<file path="config.mk">
export PLATFORM = sky130hd
export DESIGN_NAME = pampy_loader_flat
export DESIGN_NICKNAME = d
export VERILOG_FILES = /design/src/rtl/pampy_loader_if.sv /design/src/rtl/pampy_loader.sv /design/src/flat_wrapper.sv
export SDC_FILE = /design/constraint.sdc
export NUM_CORES = 1
export LEC_CHECK = 0
export BUFFER_PORTS_ARGS = -buffer_cell sky130_fd_sc_hd__buf_2
export CAP_MARGIN = 10
export CORE_ASPECT_RATIO = 0.8
export CORE_UTILIZATION = 49
export CTS_BUF_LIST = sky130_fd_sc_hd__clkbuf_8
export DETAILED_ROUTE_END_ITERATION = 7
export MAX_ROUTING_LAYER = met4
export PLACE_DENSITY_LB_ADDON = 0.1
export SLEW_MARGIN = 40
export SYNTH_ARGS = -nofsm -noshare
export SYNTH_HDL_FRONTEND = slang
export SYNTH_SLANG_ARGS = --single-unit
export TNS_END_PERCENT = 100
</file>
<file path="constraint.sdc">
create_clock -name general_clk -period 1.65 [get_ports general_clk]
set_input_delay 0.165 -clock general_clk [delete_from_list [all_inputs] [get_ports general_clk]]
set_output_delay 0.165 -clock general_clk [all_outputs]
set_load 0.01 [all_outputs]
</file>
<file path="src/rtl/pampy_loader_if.sv">
// Byte-stream and instruction-memory write bundle for pampy_loader.
// master: loader side; slave: stream source / memory side.
interface pampy_loader_if #(
  parameter int unsigned DATA_WIDTH        = 8,
  parameter int unsigned ADDR_WIDTH        = 12,
  parameter int unsigned INSTRUCTION_WIDTH = 16
);
  logic [DATA_WIDTH-1:0]        BYTE_IN;
  logic                         BYTE_VALID;
  logic                         BYTE_READY;
  logic                         MEM_WR_EN;
  logic [ADDR_WIDTH-1:0]        MEM_WR_ADDR;
  logic [INSTRUCTION_WIDTH-1:0] MEM_WR_DATA;

  modport master (
    input  BYTE_IN, BYTE_VALID,
    output BYTE_READY, MEM_WR_EN, MEM_WR_ADDR, MEM_WR_DATA
  );

  modport slave (
    output BYTE_IN, BYTE_VALID,
    input  BYTE_READY, MEM_WR_EN, MEM_WR_ADDR, MEM_WR_DATA
  );
endinterface

</file>
<file path="src/rtl/pampy_loader.sv">
// Program loader for the pamPy core: byte stream -> {opcode, argument} words -> instr memory.
// Optional trailing XOR checksum byte enabled by `PAMPY_LOADER_CHECKSUM_EN.
module pampy_loader #(
  parameter int unsigned DATA_WIDTH        = 8,
  parameter int unsigned ADDR_WIDTH        = 12,
  parameter int unsigned INSTRUCTION_WIDTH = 16
) (
  input  logic                  general_clk,
  input  logic                  general_reset,
  input  logic                  LOAD_START,
  input  logic [ADDR_WIDTH-1:0] LOAD_LEN,
  pampy_loader_if.master        bus,
  output logic                  CORE_RESET_N,
  input  logic                  CORE_FINISH,
  output logic                  LOAD_BUSY,
  output logic                  LOAD_DONE,
  output logic                  LOAD_ERR,
  output logic                  CORE_HALTED
);

  localparam logic [2:0] IDLE    = 3'd0;
  localparam logic [2:0] RX_HI   = 3'd1;
  localparam logic [2:0] RX_LO   = 3'd2;
  localparam logic [2:0] WRITE   = 3'd3;
  localparam logic [2:0] RELEASE = 3'd5;
  localparam logic [2:0] RUN     = 3'd6;
`ifdef PAMPY_LOADER_CHECKSUM_EN
  localparam logic [2:0] CHECK   = 3'd4;
  localparam logic [2:0] ERROR   = 3'd7;
  localparam logic [2:0] LAST_NEXT = CHECK;
`else
  localparam logic [2:0] LAST_NEXT = RELEASE;
`endif

  logic [2:0]                   state_q, state_d;
  logic [ADDR_WIDTH-1:0]        len_q, cnt_q, cnt_inc;
  logic [INSTRUCTION_WIDTH-1:0] word_q;
  logic                         halted_q;
  logic                         ready, xfer, start_ok;
`ifdef PAMPY_LOADER_CHECKSUM_EN
  logic [DATA_WIDTH-1:0]        xor_q;
  logic                         err_q;
  logic                         sum_ok;
  assign sum_ok   = (bus.BYTE_IN == xor_q);
  assign ready    = (state_q == RX_HI) || (state_q == RX_LO) || (state_q == CHECK);
  assign start_ok = LOAD_START &&
                    ((state_q == IDLE) || (state_q == RUN) || (state_q == ERROR));
  assign LOAD_BUSY = ready || (state_q == WRITE);
  assign LOAD_ERR  = err_q;
`else
  assign ready     = (state_q == RX_HI) || (state_q == RX_LO);
  assign start_ok  = LOAD_START && ((state_q == IDLE) || (state_q == RUN));
  assign LOAD_BUSY = ready || (state_q == WRITE);
  assign LOAD_ERR  = 1'b0;
`endif

  assign xfer    = bus.BYTE_VALID && ready;
  assign cnt_inc = cnt_q + ADDR_WIDTH'(1);

  // All outputs decode the registered state, so nothing here follows BYTE_VALID.
  assign bus.BYTE_READY  = ready;
  assign bus.MEM_WR_EN   = (state_q == WRITE);
  assign bus.MEM_WR_ADDR = cnt_q;
  assign bus.MEM_WR_DATA = word_q;
  assign CORE_RESET_N    = (state_q == RUN);
  assign LOAD_DONE       = (state_q == RELEASE);
  assign CORE_HALTED     = halted_q;

  always_comb begin
    state_d = state_q;
    if (start_ok) begin
      state_d = (LOAD_LEN == '0) ? LAST_NEXT : RX_HI;
    end else begin
      case (state_q)
        RX_HI:   if (xfer) state_d = RX_LO;
        RX_LO:   if (xfer) state_d = WRITE;
        WRITE:   state_d = (cnt_inc == len_q) ? LAST_NEXT : RX_HI;
`ifdef PAMPY_LOADER_CHECKSUM_EN
        CHECK:   if (xfer) state_d = sum_ok ? RELEASE : ERROR;
`endif
        RELEASE: state_d = RUN;
        default: state_d = state_q;
      endcase
    end
  end

  always_ff @(posedge general_clk or negedge general_reset) begin
    if (!general_reset) begin
      state_q  <= IDLE;
      len_q    <= '0;
      cnt_q    <= '0;
      word_q   <= '0;
      halted_q <= 1'b0;
`ifdef PAMPY_LOADER_CHECKSUM_EN
      xor_q    <= '0;
      err_q    <= 1'b0;
`endif
    end else begin
      state_q <= state_d;
      if (start_ok) begin
        len_q    <= LOAD_LEN;
        cnt_q    <= '0;
        halted_q <= 1'b0;
`ifdef PAMPY_LOADER_CHECKSUM_EN
        xor_q    <= '0;
        err_q    <= 1'b0;
`endif
      end else begin
        // LOAD_START takes priority over a same-cycle CORE_FINISH.
        if ((state_q == RUN) && CORE_FINISH) halted_q <= 1'b1;
        if (xfer && (state_q == RX_HI)) word_q[INSTRUCTION_WIDTH-1:DATA_WIDTH] <= bus.BYTE_IN;
        if (xfer && (state_q == RX_LO)) word_q[DATA_WIDTH-1:0] <= bus.BYTE_IN;
        if (state_q == WRITE) cnt_q <= cnt_inc;
`ifdef PAMPY_LOADER_CHECKSUM_EN
        if (xfer) xor_q <= xor_q ^ bus.BYTE_IN;
        if (xfer && (state_q == CHECK) && !sum_ok) err_q <= 1'b1;
`endif
      end
    end
  end

endmodule

</file>
<file path="src/flat_wrapper.sv">
// flat-port wrapper written by rule: the top's interface ports become plain ports
module pampy_loader_flat 
#(
  parameter int unsigned DATA_WIDTH        = 8,
  parameter int unsigned ADDR_WIDTH        = 12,
  parameter int unsigned INSTRUCTION_WIDTH = 16
)
  (general_clk, general_reset, LOAD_START, LOAD_LEN, CORE_RESET_N, CORE_FINISH, LOAD_BUSY, LOAD_DONE, LOAD_ERR, CORE_HALTED, bus_BYTE_IN, bus_BYTE_VALID, bus_BYTE_READY, bus_MEM_WR_EN, bus_MEM_WR_ADDR, bus_MEM_WR_DATA);
  pampy_loader_if #(.DATA_WIDTH(DATA_WIDTH), .ADDR_WIDTH(ADDR_WIDTH), .INSTRUCTION_WIDTH(INSTRUCTION_WIDTH)) bus_i ();
  input  logic general_clk;
  input  logic general_reset;
  input  logic LOAD_START;
  input  logic [ADDR_WIDTH-1:0] LOAD_LEN;
  output logic CORE_RESET_N;
  input  logic CORE_FINISH;
  output logic LOAD_BUSY;
  output logic LOAD_DONE;
  output logic LOAD_ERR;
  output logic CORE_HALTED;
  input wire logic [$bits(bus_i.BYTE_IN)-1:0] bus_BYTE_IN;
  input wire logic [$bits(bus_i.BYTE_VALID)-1:0] bus_BYTE_VALID;
  output wire logic [$bits(bus_i.BYTE_READY)-1:0] bus_BYTE_READY;
  output wire logic [$bits(bus_i.MEM_WR_EN)-1:0] bus_MEM_WR_EN;
  output wire logic [$bits(bus_i.MEM_WR_ADDR)-1:0] bus_MEM_WR_ADDR;
  output wire logic [$bits(bus_i.MEM_WR_DATA)-1:0] bus_MEM_WR_DATA;
  assign bus_i.BYTE_IN = bus_BYTE_IN;
  assign bus_i.BYTE_VALID = bus_BYTE_VALID;
  assign bus_BYTE_READY = bus_i.BYTE_READY;
  assign bus_MEM_WR_EN = bus_i.MEM_WR_EN;
  assign bus_MEM_WR_ADDR = bus_i.MEM_WR_ADDR;
  assign bus_MEM_WR_DATA = bus_i.MEM_WR_DATA;
  pampy_loader #(.DATA_WIDTH(DATA_WIDTH), .ADDR_WIDTH(ADDR_WIDTH), .INSTRUCTION_WIDTH(INSTRUCTION_WIDTH)) u_core (.general_clk(general_clk), .general_reset(general_reset), .LOAD_START(LOAD_START), .LOAD_LEN(LOAD_LEN), .bus(bus_i), .CORE_RESET_N(CORE_RESET_N), .CORE_FINISH(CORE_FINISH), .LOAD_BUSY(LOAD_BUSY), .LOAD_DONE(LOAD_DONE), .LOAD_ERR(LOAD_ERR), .CORE_HALTED(CORE_HALTED));
endmodule
</file>
==> results.tsv <==
metric	value	unit
Gate power share	47.8	%
DR WL/cell	14.7	µm
GPL Wtd Cong	0.815	
RSZ-0062 raised after global routing	true	
critical path class	reg2reg	
Final Max Tran Viols	0	
leakage	1.51	nW
number of enable flip-flop cells after synthesis	0	
fraction of layout cells with a size suffix above 1	52.2	%
Seq/Total Area, Yosys	48.8	%
r2r startpoint	u_core.bus.MEM_WR_ADDR[8]	
Final Cycle Share	99.4	%
vias	1971	
Initial Utilization	52.4	%
Worst VDD drop	0.000797	V
Die Area	0.00488	mm²
row cnt	21	
Ports	60	
# clock sinks	44	
min Tclk post-route	1640	ps
diode count	0	
post-synth cell types	40	
largest net degree at the start of global routing	19	
FF+latch count, synth	44	
Synth area leaders	dfrtp_1, mux2_2, xor2_1	
Worst Clk Skew	1.85	ps
DRT Wirelength	5.44	mm
# DRC	0	
area leader, netlist	dfrtp_1	
TritonRoute pass-1 iters	4	
area delta synth->final	38.0	%
hold slack	114	ps
Skew-Pair Late Insertion Delay	290	ps
Crit Path Max Fanout	4	
Reg area	0.00111	mm²
pre-CTS WS	-77.1	ps
NetSw	1.80	mW
Clock power frac	16.2	%
antenna violations before repair	0	
r2r endpoint	u_core.state_q[2]	
CTS tree	done	
min-delay worst type	in2reg	
Crit path required time	1890	ps
CTS H-tree lvls	2	
gate count of the mapped netlist	211	
number of buffers created by CTS	5	
R2R depth	6	
total gr overflow	0	
First DRT Iteration DRCs	48	
Switching Share	35.7	%
area occupied by multi-input gates	0.00116	mm²
Final #Nets	340	
first-pass GRT wire length	8.97	mm
Yosys warnings	0	
critical path arrival	1880	ps
final core utilization	72.3	%
Netlist Area Pre-Place	0.00226	mm²
max cap viols	0	
clock slew at reported path FFs	80	ps
Die Wd	77.9	µm
maximum buffer depth of the clock tree	2	
Final Setup Violations	0	
GRT Total Usage	24.6	%
fraction of registers with async set or reset after synthesis	100	%
Mapped Avg Cell Area	10.7	µm²
placed cells	353	
port bufs	58	
Reg2Reg Setup Slack	9	ps
max frequency	610	MHz
Routed Antenna Nets	0	
leading register cell type out of synthesis	dfrtp_1	
core area	0.00431	mm²
number of global-route vias before repair	1948	
Finished Layout Cells	371	
Synth Net Count	238	
status	completed	
FILL cells	327	
crit path setup slack, layout	9.36	ps
Critical Path End	u_core.state_q[2]	
P per Cell Area	1620	mW/mm²
Worst Setup SP	u_core.bus.MEM_WR_ADDR[8]	
top cell type's share of synthesized area	48.8	%
drt via density	5.31	
root buffer cell	clkbuf_8	
P_int	3.25	mW
CP Capture Type	register	
HPWL after detailed placement	4.15	mm
Flop pwr share	35.9	%
final hold vios	0	
Setup crit start kind	register	
die height	62.7	µm
==> power by group through the flow <==
| stage | combinational, mW | clock [mW] | sequential [mW] |
|---|---|---|---|
| 2_1_floorplan | 1.20 | 0 | 1.94 |
| 3_3_place_gp | 2.19 | 0 | 1.81 |
| 3_5_place_dp | 2.24 | 0 | 1.83 |
| 4_1_cts | 2.31 | 0.836 | 1.81 |
| 5_1_grt | 2.62 | 0.893 | 1.87 |
| 6_report | 2.42 | 0.820 | 1.81 |
==> worst min-delay path by stage <==
| stage | to | from | cells after the start | slack, ps |
|---|---|---|---|---|
| 2_1_floorplan | u_core.CORE_HALTED | general_reset | 0 | -130 |
| 3_3_place_gp | u_core.len_q[8] | general_reset | 1 | 110 |
| 3_5_place_dp | u_core.len_q[8] | general_reset | 1 | 110 |
| 4_1_cts | u_core.bus.MEM_WR_DATA[10] | bus_BYTE_IN[2] | 2 | 100 |
| 5_1_grt | u_core.bus.MEM_WR_DATA[5] | bus_BYTE_IN[5] | 2 | 110 |
| 6_report | u_core.len_q[4] | LOAD_LEN[4] | 2 | 110 |
==> flip-flops by register name, indices dropped and copies added, names as in the netlist <==
signal                  cells
u_core.len_q               12
u_core.state_q              3
u_core.bus.MEM_WR_DATA     16
u_core.CORE_HALTED          1
u_core.bus.MEM_WR_ADDR     12
==> through the flow <==
| stage | power [mW] | area (µm²) | setup TNS, ps |
|---|---|---|---|
| 2_1_floorplan | 3.13 | 2280 | -57.4 |
| 6_report | 5.05 | 3110 | 0 |
| 4_1_cts | 4.96 | 3050 | -22.9 |
| 3_3_place_gp | 4.00 | 2880 | -26.8 |
| 5_1_grt | 5.38 | 3110 | -85.4 |
| 3_5_place_dp | 4.07 | 2880 | -77.1 |
==> cells in the mapped netlist, types with 3 or more instances <==
cell type  count
dfrtp_1       44
inv_1          3
o31ai_1        3
nand3_1        6
nor4_1         4
nand2b_1       3
nor2_1        17
xnor2_1        8
and2_1         4
a21oi_1       13
o21ai_0       17
mux2_2        28
nand2_1       13
clkbuf_1       7
xor2_1        10
==> kinds of logic (layout without fill, tap and decap cells) <==
logic type      after synthesis  count (layout)  share of synthesized area (%)
fa+ha+maj                     2               2                           1.11
xor+xnor                     18              18                           6.99
flops                        44              44                           48.8
simple gates                 61              61                           14.8
mux                          28              28                           14.0
buf+inv                      13             116                           2.44
other cells                   1               1                          0.166
compound gates               44              44                           11.7
==> worst max-delay path: stages (launching register included) <==
cell and delay (ps):
dfrtp_1 400, and3_4 220, nand4_4 120, or4b_1 480, o211a_1 130, o21ai_2 100, a31o_1 140
==> repair_timing <==
action,in CTS,in global routing
setup buffers,2,7
pin swaps,4,4
hold endpoints to repair,16,0
setup endpoints to repair,2,6
hold buffers,1,0
gates resized for setup,10,3
==> area by class of cell <==
class | count | share of cell area, %
timing repair buffer | 105 | 20.9
clock inverter | 3 | 1.37
multi-input combinational | 154 | 37.3
tap | 57 | 2.29
inverter | 3 | 0.362
sequential | 44 | 35.6
clock buffer | 5 | 2.21
==> routing by layer <==
| metal | GRT usage [%] | routed length [µm] | share of wire (%) |
|---|---|---|---|
| met2 | 39.2 | 2610 | 48 |
| met1 | 32.2 | 2590 | 48 |
| met5 | - | 0 | 0 |
| met4 | 6.84 | 42 | 0.77 |
| met3 | 4.53 | 192 | 3.5 |
==> placed cells by master (no fill, tap or decap), types with 2 or more instances in the layout <==
| cell | count |
|---|---|
| or4b_1 | 2 |
| nand4_1 | 2 |
| xor2_1 | 10 |
| and2_1 | 2 |
| xnor2_1 | 7 |
| clkbuf_8 | 5 |
| nor2_1 | 17 |
| and3_4 | 2 |
| a211oi_2 | 2 |
| a21oi_1 | 13 |
| buf_2 | 58 |
| dfrtp_1 | 38 |
| nand2_1 | 13 |
| nand3_1 | 5 |
| buf_4 | 45 |
| inv_1 | 2 |
| nand2b_1 | 3 |
| mux2_2 | 28 |
| o21ai_0 | 17 |
| dfrtp_2 | 6 |
| and2_4 | 2 |
| o31ai_1 | 2 |
| nor4_1 | 4 |
No activity file was read; power rests on OpenSTA's default activity.
